==> config.mk <==
export PLATFORM = sky130hd
export DESIGN_NAME = dmem_arbiter
export DESIGN_NICKNAME = d
export VERILOG_FILES = /design/src/rtl/dmem_arbiter.sv
export SDC_FILE = /design/constraint.sdc
export NUM_CORES = 1
export LEC_CHECK = 0
export ABC_AREA = 1
export CORE_AREA = 2 2 118 120
export DETAILED_ROUTE_END_ITERATION = 6
export DIE_AREA = 0 0 120 122
export HOLD_SLACK_MARGIN = 0.15
export MAX_ROUTING_LAYER = met4
export PLACE_DENSITY = 0.74
export SLEW_MARGIN = 0
export SYNTH_ARGS = -nofsm -noshare
export SYNTH_HDL_FRONTEND = slang
export SYNTH_SLANG_ARGS = --single-unit
==> constraint.sdc <==
create_clock -name CLK -period 2 [get_ports CLK]
set_input_delay 0.4 -clock CLK [delete_from_list [all_inputs] [get_ports CLK]]
set_output_delay 0.4 -clock CLK [all_outputs]
set_load 0.005 [all_outputs]
==> src/rtl/dmem_arbiter.sv <==
// dmem_arbiter: shares a single-port, word-addressed data memory between the
// core load/store unit (port 0) and the DMA/debug master (port 1).
// Arbitration is round-robin or fixed priority. An owner may hold the memory
// across accesses for atomic read-modify-write, and a lock that goes unused
// for too long is taken back. Accesses are checked for alignment and range,
// and each port gets a registered response.
// Ports:
//   CLK, RST_N               clock, asynchronous active-low reset
//   REQi/WEi/Ai/WDi/LOCKi    port i request, held until GNTi (i = 0,1)
//   GNTi                     port i accepted this cycle (combinational)
//   RVALIDi/RERRi/RDATAi     port i registered response, one-cycle pulse
//   MEM_A/MEM_WD/MEM_WE      memory access of the granted port (combinational)
//   MEM_RD                   memory combinational read data
//   LOCK_TO                  sticky: a lock was force-released by timeout
module dmem_arbiter #(
  parameter int unsigned ADDR_W       = 8,
  parameter bit          RR_EN        = 1'b1,
  parameter int unsigned LOCK_TIMEOUT = 16
) (
  input  logic        CLK,
  input  logic        RST_N,
  input  logic        REQ0,
  input  logic        WE0,
  input  logic [31:0] A0,
  input  logic [31:0] WD0,
  input  logic        LOCK0,
  input  logic        REQ1,
  input  logic        WE1,
  input  logic [31:0] A1,
  input  logic [31:0] WD1,
  input  logic        LOCK1,
  output logic        GNT0,
  output logic        GNT1,
  output logic        RVALID0,
  output logic        RVALID1,
  output logic        RERR0,
  output logic        RERR1,
  output logic [31:0] RDATA0,
  output logic [31:0] RDATA1,
  output logic [31:0] MEM_A,
  output logic [31:0] MEM_WD,
  output logic        MEM_WE,
  input  logic [31:0] MEM_RD,
  output logic        LOCK_TO
);

  localparam int unsigned CNT_W = $clog2(LOCK_TIMEOUT + 1);

  typedef enum logic [1:0] {ST_IDLE, ST_LOCK0, ST_LOCK1} state_t;

  state_t             state_q, state_d;
  logic [CNT_W-1:0]   cnt_q, cnt_d;
  logic               last_q;
  logic               lock_to_q, lock_to_set;
  logic               gnt0, gnt1;
  logic               err0, err1;
  logic               rvalid0_q, rvalid1_q, rerr0_q, rerr1_q;
  logic [31:0]        rdata0_q, rdata1_q;

  // Misaligned or beyond the last memory word.
  function automatic logic addr_bad(input logic [31:0] a);
    addr_bad = (a[1:0] != 2'b00) || ((a >> (ADDR_W + 2)) != 32'd0);
  endfunction

  assign err0 = addr_bad(A0);
  assign err1 = addr_bad(A1);

  // State register and lock timeout bookkeeping.
  always_ff @(posedge CLK or negedge RST_N) begin
    if (!RST_N) begin
      state_q   <= ST_IDLE;
      cnt_q     <= '0;
      last_q    <= 1'b1;
      lock_to_q <= 1'b0;
    end else begin
      state_q <= state_d;
      cnt_q   <= cnt_d;
      if (gnt1)      last_q <= 1'b1;
      else if (gnt0) last_q <= 1'b0;
      if (lock_to_set) lock_to_q <= 1'b1;
    end
  end

  // Next state: lock entry/release and idle-owner timeout.
  always_comb begin
    state_d     = state_q;
    cnt_d       = cnt_q;
    lock_to_set = 1'b0;
    unique case (state_q)
      ST_IDLE: begin
        cnt_d = '0;
        // An errored access never takes the lock.
        if (gnt0 && LOCK0 && !err0)      state_d = ST_LOCK0;
        else if (gnt1 && LOCK1 && !err1) state_d = ST_LOCK1;
      end
      ST_LOCK0: begin
        if (gnt0) begin
          cnt_d = '0;
          if (!LOCK0 && !err0) state_d = ST_IDLE;
        end else if (cnt_q == CNT_W'(LOCK_TIMEOUT - 1)) begin
          state_d     = ST_IDLE;
          cnt_d       = '0;
          lock_to_set = 1'b1;
        end else begin
          cnt_d = cnt_q + CNT_W'(1);
        end
      end
      ST_LOCK1: begin
        if (gnt1) begin
          cnt_d = '0;
          if (!LOCK1 && !err1) state_d = ST_IDLE;
        end else if (cnt_q == CNT_W'(LOCK_TIMEOUT - 1)) begin
          state_d     = ST_IDLE;
          cnt_d       = '0;
          lock_to_set = 1'b1;
        end else begin
          cnt_d = cnt_q + CNT_W'(1);
        end
      end
      default: state_d = ST_IDLE;
    endcase
  end

  // Grant and memory mux; a locked owner excludes the other port,
  // including in its release cycle.
  always_comb begin
    gnt0   = 1'b0;
    gnt1   = 1'b0;
    MEM_A  = '0;
    MEM_WD = '0;
    MEM_WE = 1'b0;
    unique case (state_q)
      ST_IDLE: begin
        if (REQ0 && REQ1) begin
          if (RR_EN && !last_q) gnt1 = 1'b1;
          else                  gnt0 = 1'b1;
        end else begin
          gnt0 = REQ0;
          gnt1 = REQ1;
        end
      end
      ST_LOCK0: gnt0 = REQ0;
      ST_LOCK1: gnt1 = REQ1;
      default: ;
    endcase
    if (gnt0) begin
      MEM_A  = A0;
      MEM_WD = WD0;
      MEM_WE = WE0 && !err0;
    end else if (gnt1) begin
      MEM_A  = A1;
      MEM_WD = WD1;
      MEM_WE = WE1 && !err1;
    end
  end

  // Registered per-port responses; writes return the pre-write word.
  always_ff @(posedge CLK or negedge RST_N) begin
    if (!RST_N) begin
      rvalid0_q <= 1'b0;
      rvalid1_q <= 1'b0;
      rerr0_q   <= 1'b0;
      rerr1_q   <= 1'b0;
      rdata0_q  <= '0;
      rdata1_q  <= '0;
    end else begin
      rvalid0_q <= gnt0;
      rvalid1_q <= gnt1;
      rerr0_q   <= gnt0 && err0;
      rerr1_q   <= gnt1 && err1;
      rdata0_q  <= (gnt0 && !err0) ? MEM_RD : 32'd0;
      rdata1_q  <= (gnt1 && !err1) ? MEM_RD : 32'd0;
    end
  end

  assign GNT0    = gnt0;
  assign GNT1    = gnt1;
  assign RVALID0 = rvalid0_q;
  assign RVALID1 = rvalid1_q;
  assign RERR0   = rerr0_q;
  assign RERR1   = rerr1_q;
  assign RDATA0  = rdata0_q;
  assign RDATA1  = rdata1_q;
  assign LOCK_TO = lock_to_q;

endmodule
After elaboration in Yosys (flattened, before gate mapping)
Cells that the tools add are included.
{"block": "totals", "regBits": 77, "inputBits": 168, "output_inout_bits": 136, "wordCells": 76}
{"block": "classes", "addsub": 1, "eq_ne": 6, "n_mux": 32, "n_reduce_logical": 27}
{"op": "$mux W32", "n": 6}
{"op": "$reduce_bool A32 Y1", "n": 2}
{"op": "$mux W5", "n": 3}
{"op": "$pmux W5 S3", "n": 1}
{"op": "$mux W2", "n": 7}
{"op": "$logic_and A1 B1 Y1", "n": 13}
{"op": "$mux W1", "n": 11}
{"op": "$ne A3 B3 Y1 const B", "n": 3}
{"op": "$pmux W1 S2", "n": 3}
{"op": "$pmux W2 S3", "n": 1}
{"op": "$reduce_bool A2 Y1", "n": 3}
{"op": "$add A5 B1 Y5 const B", "n": 1}
{"op": "$eq A5 B4 Y1 const B", "n": 1}
{"op": "$logic_not A1 Y1", "n": 4}
{"op": "$reduce_and A3 Y1", "n": 1}
{"op": "$reduce_bool A3 Y1", "n": 1}
{"op": "$eq A2 B1 Y1 const B", "n": 1}
{"op": "$eq A2 B2 Y1 const B", "n": 1}
{"op": "$logic_not A2 Y1", "n": 1}
{"op": "$logic_or A1 B1 Y1", "n": 2}

Logic depth before layout (Yosys ltp)
{"block": "depth", "word_depth": 8, "mapped_depth": 12, "depth_no_buf": 12}

Worst setup path after synthesis
No wires, ideal clock.
{"block": "synth_timing", "path_kind": "register -> output", "startpoint": "register state_q[0]", "endpoint": "output MEM_A[0]", "arrival_ns": 1.452, "required_time_ns": 1.600, "slack_ns": 0.148, "stages_incl_launch_ff": 10, "n_path_buf": 2, "cell_sequence": "dfrtp_1 -> inv_1 -> ha_1 -> nand3_1 -> nand2_2 -> inv_2 -> buf_6 -> buf_4 -> nand3_1 -> nand2_1"}
{"block": "synth_between", "elab_chain_cells": 4, "word_cells_on_any_way": 7}
{"item": "from (decl)", "line_no": "51", "source": "state_t state_q, state_d;"}
{"item": "from (signal assigned)", "line_no": "76", "source": "state_q <= state_d;"}
{"item": "$eq A2 B2 Y1 / $logic_not A2 Y1 (equally long branches)", "line_no": "132", "source": "unique case (state_q)"}
{"item": "$pmux W1 S2", "line_no": "132"}
{"item": "$mux W32", "line_no": "150", "source": "end else if (gnt1) begin"}
{"item": "$mux W32 (*)", "line_no": "146", "source": "if (gnt0) begin"}
{"item": "to (decl)", "line_no": "40", "source": "output logic [31:0] MEM_A,"}
Every way passes the cells marked *; elsewhere a longest branch is shown, timed or not.

Final worst setup path
{"block": "layout_timing", "startpoint": "register state_q[1]", "endpoint": "output MEM_WD[23]"}
{"block": "layout_between", "elab_chain_cells": 4, "word_cells_on_any_way": 7}
{"item": "$eq A2 B2 Y1 / $logic_not A2 Y1 (equally long branches)", "line_no": "132"}
{"item": "$pmux W1 S2", "line_no": "132"}
{"item": "$mux W32", "line_no": "150"}
{"item": "$mux W32 (*)", "line_no": "146"}
{"item": "to (decl)", "line_no": "41", "source": "output logic [31:0] MEM_WD,"}
Marked as above.

==> impl_metrics.toml <==
[layout]
post-route-util_pct = 66.4
area_growth_pct = 125
final_design_area_no_fill_um2 = 8970
multi_input_area_um2 = 2220
instances_no_fill = 1109
ff_latch_area_um2 = 1930
num-fill-cells = 1057
drive_gt1_share_pct = 36.4
final_nets = 1089

[sta]
worst_pin_slew_ps = 523
rsz0062_at_grt = "true"
whs_ps = 488
fin_skew_ps = 8.12
max_slew_margin_pct = 65.1
fin_crit_sh_pct = 119
hold_viol_final = 0
setup_tns_ps = -20210
finalSetupViolCount = 67
fmax_mhz = 419
layout_min_cycle_time_ps = 2390
drv_slew = 0
timing.final.ws_setup_ps = -387

[outcome]
status = "finished, violations left"
violations = "setup timing"

[placed_design]
dp_hpwl_um = 12200
gp_congestion = 0.857
dp_cells = 1031
place_area_um2 = 7570
portBuffers = 303
post-place-ws_ps = -675

[drt]
routedWlPerCell_um = 16.5
drc_errors = 0
drtIter0Drc = 247
viasPerCell = 4.54
ant_nets = 0
drt_wl_total_um = 18300
dr.pass1.iters = 5
num_vias = 5038

[floorplan]
die_area_um2 = 14600
die_h_um = 122
fp.dieW_um = 120
start_util_pct = 29.5
rows = 43
core_area_um2 = 13500
io_pins = 304

[setup_path]
path_buf_inv = 5
crit_path_start_kind = "flop"
crit_fanout = 7
path_cells = "inv_2, ha_4, a31oi_4, clkinv_4, buf_12, buf_8, nand3_2, nand2_2, buf_6"
cpLargestDelayFamily = "buffers and inverters"
path_class = "flop to output port"
cp-end-kind = "output port"
slowest_delay_ps = 430
critPathSlowestCell = "dfrtp_1"
crit_arrival_ps = 1990
cp_data_required_time_ps = 1600

[global_routing]
grt_overflow_total = 0
antenna_found_initial = 8
first_global_vias = 5137
grt_max_degree = 42
grt_pass1_wl_um = 26500
grt_usage_pct = 24.5

[clock_tree]
cts_tree = "built"
cts.sinks = 77
htree_num_levels = 3
cts_buffers = 9
cts_root_buf = "clkbuf_16"
clock_latency_ps = 330
clockBufferDepth = 2
clkTransAtPathRegs_ps = 60

[job]
maxCapViolCount = 0

[synth]
ys_seq_elements = 77
yosysWarningCount = 0
synth_area_um2 = 3980
synth_top_area_share_pct = 47.8
synth_largest_area_cell = "dfrtp_1"
ys_types = 24
ys_seq_area_share_pct = 48.4
syn-num-nets = 699
synthesis.instances = 526
syn_avg_cell_area_um2 = 7.57
synthTopCellsByArea = "dfrtp_1, nand2_1, nand3_1"

[pwr]
finalPower_mw = 4.88
leakage_nw = 4.45
ir_drop_v = 0.000351
power_per_cell_area_nw_per_um2 = 544

[min_path]
hold_path.class = "flop to flop"
==> cell type report <==
cell class	count	area share (%)
Sequential cell	77	21.5
Clock buffer	9	2.51
Antenna cell	8	0.223
Tap cell	180	2.51
Clock inverter	7	0.837
Timing Repair Buffer	405	45.0
Multi-Input combinational cell	364	24.8
Inverter	59	2.61
==> cells in the mapped netlist <==
master and instances:
nand4_1 3, clkbuf_1 4, nor2_4 2, a31o_2 1, nor2_2 33, o22ai_1 1, buf_6 4, a31oi_4 1
o21ai_0 7, nand2_1 163, and2_1 1, dfstp_2 1, xor2_1 2, a21oi_1 5, nand3_1 70, ha_1 5
buf_2 11, dfrtp_1 76, o31ai_1 2, nor2_1 67, buf_4 7, nand2_2 1, inv_1 54, inv_2 5
==> layer usage <==
metal,track usage [%],routed length [µm],vias to the layer above
li1,-,-,2408
met1,25.7,6680,2334
met2,43.2,9540,247
met3,4.59,1210,49
met4,14.4,882,0
met5,-,0,-
==> registers in the layout (all words and copies together) (netlist names), 2 cells and up <==
signal and count:
state_q 2, RDATA1 32, cnt_q 5, RDATA0 32
==> layout by cell type, fill, tap and decap left out, types with 2 or more instances in the layout <==
cell type / netlist / final
clkdlybuf4s50_1: 0 / 222
nand2_4: 0 / 7
clkinvlp_4: 0 / 2
dlymetal6s2s_1: 0 / 10
buf_4: 7 / 50
diode_2: 0 / 8
buf_12: 0 / 10
nor2_4: 2 / 4
buf_2: 11 / 49
buf_6: 4 / 34
buf_8: 0 / 7
a21oi_1: 5 / 5
nand2_2: 1 / 23
dfrtp_1: 76 / 76
ha_1: 5 / 2
o21ai_0: 7 / 5
nand3_4: 0 / 4
inv_2: 5 / 6
clkinv_2: 0 / 2
clkbuf_2: 0 / 7
nor2_2: 33 / 38
clkbuf_16: 0 / 11
o31ai_4: 0 / 2
xor2_1: 2 / 2
nand3_1: 70 / 11
clkinv_4: 0 / 2
buf_16: 0 / 9
nand2_1: 163 / 133
inv_1: 54 / 51
nand3_2: 0 / 55
nor2_1: 67 / 60
ha_4: 0 / 3
dlygate4sd2_1: 0 / 3
nand4_1: 3 / 3
inv_8: 0 / 2
==> path summary, 6_finish.rpt <==
kind / startpoint / end / slack, ps / cells after the start
min in group asynchronous: RST_N / RDATA1[11] / 600 / 2
setup / recovery: state_q[1] / MEM_WD[23] / -390 / 9
hold reg to reg: LOCK_TO / LOCK_TO / 490 / 1
hold / removal: LOCK_TO / LOCK_TO / 490 / 1
setup reg to reg: state_q[1] / state_q[0] / 70 / 15
max in group asynchronous: RST_N / RDATA1[5] / 810 / 3
==> worst reg2reg max path, stage by stage, from the launching register on <==
cell	delay, ps
dfrtp_1	440
inv_2	120
ha_4	180
nand3_4	90
nand2_8	120
inv_8	50
buf_6	120
clkbuf_16	160
buf_6	120
nor2_4	80
nand2_2	80
nand2_1	60
nor2_1	50
nor2_2	90
nand2_1	50
nand2_1	50
==> logic make-up after synthesis <==
| group | count (synthesis) | synth area share (%) |
|---|---|---|
| xor gates and xnor gates | 2 | 0.440 |
| AOI/OAI and AO/OA | 17 | 2.80 |
| and+or+nand+nor | 340 | 37.0 |
| DFF | 77 | 48.4 |
| buffers and inverters | 85 | 9.77 |
| adders and majority gates | 5 | 1.57 |
==> where the power goes <==
| group | total (mW) | switching [mW] | internal, mW | leakage (nW) |
|---|---|---|---|---|
| Clock | 1.59 | 0.623 | 0.971 | 0.143 |
| Combinational | 1.70 | 0.745 | 0.955 | 3.24 |
| Sequential | 1.58 | 0.00592 | 1.58 | 1.07 |
| Total | 4.88 | 1.37 | 3.50 | 4.45 |
==> repair_timing <==
item	in CTS	in global routing
endpoints found under the hold margin	38	0
setup buffers	37	10
pin swaps	21	41
endpoints found under the setup margin	67	69
gates resized for setup	351	118
hold buffers	1	0
cloned	12	2
(Power assumes the default switching activity.)
==> edit: new RTL, config.mk and constraints unchanged <==
`rdata0_q` no longer has a reset.
--- a/src/rtl/dmem_arbiter.sv
+++ b/src/rtl/dmem_arbiter.sv
@@ -161,16 +161,18 @@
       rvalid1_q <= 1'b0;
       rerr0_q   <= 1'b0;
       rerr1_q   <= 1'b0;
-      rdata0_q  <= '0;
       rdata1_q  <= '0;
     end else begin
       rvalid0_q <= gnt0;
       rvalid1_q <= gnt1;
       rerr0_q   <= gnt0 && err0;
       rerr1_q   <= gnt1 && err1;
-      rdata0_q  <= (gnt0 && !err0) ? MEM_RD : 32'd0;
       rdata1_q  <= (gnt1 && !err1) ? MEM_RD : 32'd0;
     end
+  end
+
+  always_ff @(posedge CLK) begin
+    rdata0_q <= (gnt0 && !err0) ? MEM_RD : 32'd0;
   end
 
   assign GNT0    = gnt0;
Function: changed (a bounded check fails within 4 cycles, from zero or initial values and one cycle with RST_N low).
==> edit against the unedited design <==
- the run still ends with negative setup slack left
- via count is 5.2% lower
- worst setup slack better by 53 ps
- total power shrank 4.0%
- sequential cell count unchanged
- first-iteration DRC count is 4.0% lower
- routed wire length decreased by 7.3%
- cell area down 5.7%
- area after synthesis is 7.2% lower
- clock power fell by 8%
==> edit: results (changes against the unedited design) <==
- The flow ran to the end, but the final reports show violations.
- The checks that failed: negative setup slack.
- The number of DRC violations after detailed-routing iteration 0 is 237 (-4.0%).
- The register clock-pin slew on the reported worst setup and hold paths is 60 ps (about the same).
- The antenna diode count is 0 (-8).
- The sequential share of the synthesized area was 0.4785 (-0.005638).
- The maximum net fanout on the critical path is 8 (+1).
- The post-synthesis xor/xnor area fraction is 0.004741 (+0.0003426).
- The clock tree skew after final layout is 6.009 ps (-2.107 ps).
- The worst setup slack for register-to-register paths is 190 ps (+120 ps).
- The number of distinct standard cells referenced by the synthesized netlist is 26 (+8.3%).
- The last weighted congestion value of the routability-driven placer is 0.9106 (+6.2%).
- The final cell count without fillers came to 1077 (-2.9%).
- The total of endpoints with negative setup slack in the final report is 67 (unchanged).
- The detailed-routing iteration count for the pre-antenna-repair pass is 4 (-1).
- The count of cells along the worst register-to-register path is 9 (-6).
- The initial antenna violation count is 0 (-8).
- The pin count of the biggest net entering global routing is 46 (+9.5%).
- The average detailed-routed wire length per instance was 15.77 um (-4.5%).
- The final sum of negative setup slack is -18930 ps (+1286 ps).
- The CTS buffer count is 9 (unchanged).
- The net count of the mapped netlist came to 688 (-1.6%).
- The wire length of the first global-routing pass is 25770 um (-2.7%).
- The filler cell count is 1138 (+7.7%).
- The transition time at the pin with the least slew margin is 270.3 ps (-252.6 ps).
- The worst-case setup margin in the final layout was -333.6 ps (+52.86 ps).
- The fraction of the mapped netlist area in compound gates is 0.03217 (+0.004210).
- The total placed instance area is 7219 um^2 (-4.6%).
- The setup slack after placement is -779.7 ps (-104.9 ps).
- The post-DP HPWL is 11970 um (-1.9%).
- In this run the critical register-to-register path is captured at RDATA1[23].
- The total power draw is 0.004682 W (-4.0%).
- The via count of the first global-routing pass came to 4966 (-3.3%).
- The area share of fa/ha/maj cells after synthesis is 0.01693 (+0.001223).
- The fraction of layout instances using a drive strength above 1 is 0.3110 (-0.05270).
- The cell count after placement was 1016 (-1.5%).
- The mean instance size in the synthesized netlist is 7.174 um^2 (-5.2%).
- By area the synthesized netlist is led by sky130_fd_sc_hd__dfrtp_1 30%, sky130_fd_sc_hd__dfxtp_1 17%, sky130_fd_sc_hd__nand2_1 16%.
- The average via count per standard cell is 4.433 (-2.4%).
- The final worst hold slack is 465.5 ps (-22.32 ps).
- The total routing usage reported by global routing is 0.2356 (-0.009849).
- The commonest cells after synthesis are 157 x sky130_fd_sc_hd__nand2_1, 97 x sky130_fd_sc_hd__nor2_1, 71 x sky130_fd_sc_hd__nand3_1.
- The async set or reset register ratio after synthesis was 0.5844 (-0.4156).
- In this run the worst setup path terminates at MEM_WD[19].
- The total leakage power is 4.059 nW (-8.8%).
- The total standard cell area after synthesis is 3695 um^2 (-7.2%).
- The largest vdd supply drop is 353.7 uV (+0.63%).
[edit: worst min-delay path by stage]
stage / from / to
after detailed placement: RST_N / RDATA1[23]
final: LOCK_TO / LOCK_TO
after global routing: LOCK_TO / LOCK_TO
after floorplan: RST_N / LOCK_TO
after global placement: RST_N / RDATA1[23]
after CTS: LOCK_TO / LOCK_TO
[edit: kinds of logic after synthesis]
family	Yosys count
AO/OA/AOI/OAI	16
flip-flops	77
XOR/XNOR	2
AND/OR/NAND/NOR	334
adder cells (fa/ha/maj)	5
buffers and inverters	81
[edit: layout make-up]
cell class	count	area [um^2]	share of cell area
Tap cell	180	225.2	0.02663
Sequential cell	77	1768	0.2091
Clock inverter	7	48.80	0.005770
Multi-Input combinational cell	357	2051	0.2425
Clock buffer	9	225.2	0.02663
Inverter	56	222.7	0.02634
Timing Repair Buffer	391	3916	0.4631
[edit: power breakdown]
group / internal (W) / switching, W
Combinational: 0.000945 / 0.000697
Sequential: 0.00157 / 0.00000737
Clock: 0.000841 / 0.000625
[edit: routing by layer]
| layer | GRT usage | wire (um) | up-vias |
|---|---|---|---|
| met5 | - | 0 | - |
| met2 | 0.4489 | 9141 | 236 |
| met3 | 0.05056 | 1194 | 33 |
| met4 | 0.07132 | 443 | 0 |
| li1 | - | - | 2347 |
| met1 | 0.2410 | 6201 | 2158 |
[edit: repair_timing]
action / 4_1_cts / 5_1_grt
hold buffers: 1 / 0
resized for setup: 433 / 11
pin swaps: 30 / 6
cloned: 13 / 0
buffers inserted: 34 / 0
endpoints found under the hold margin: 44 / 0
endpoints found under the setup margin: 67 / 67
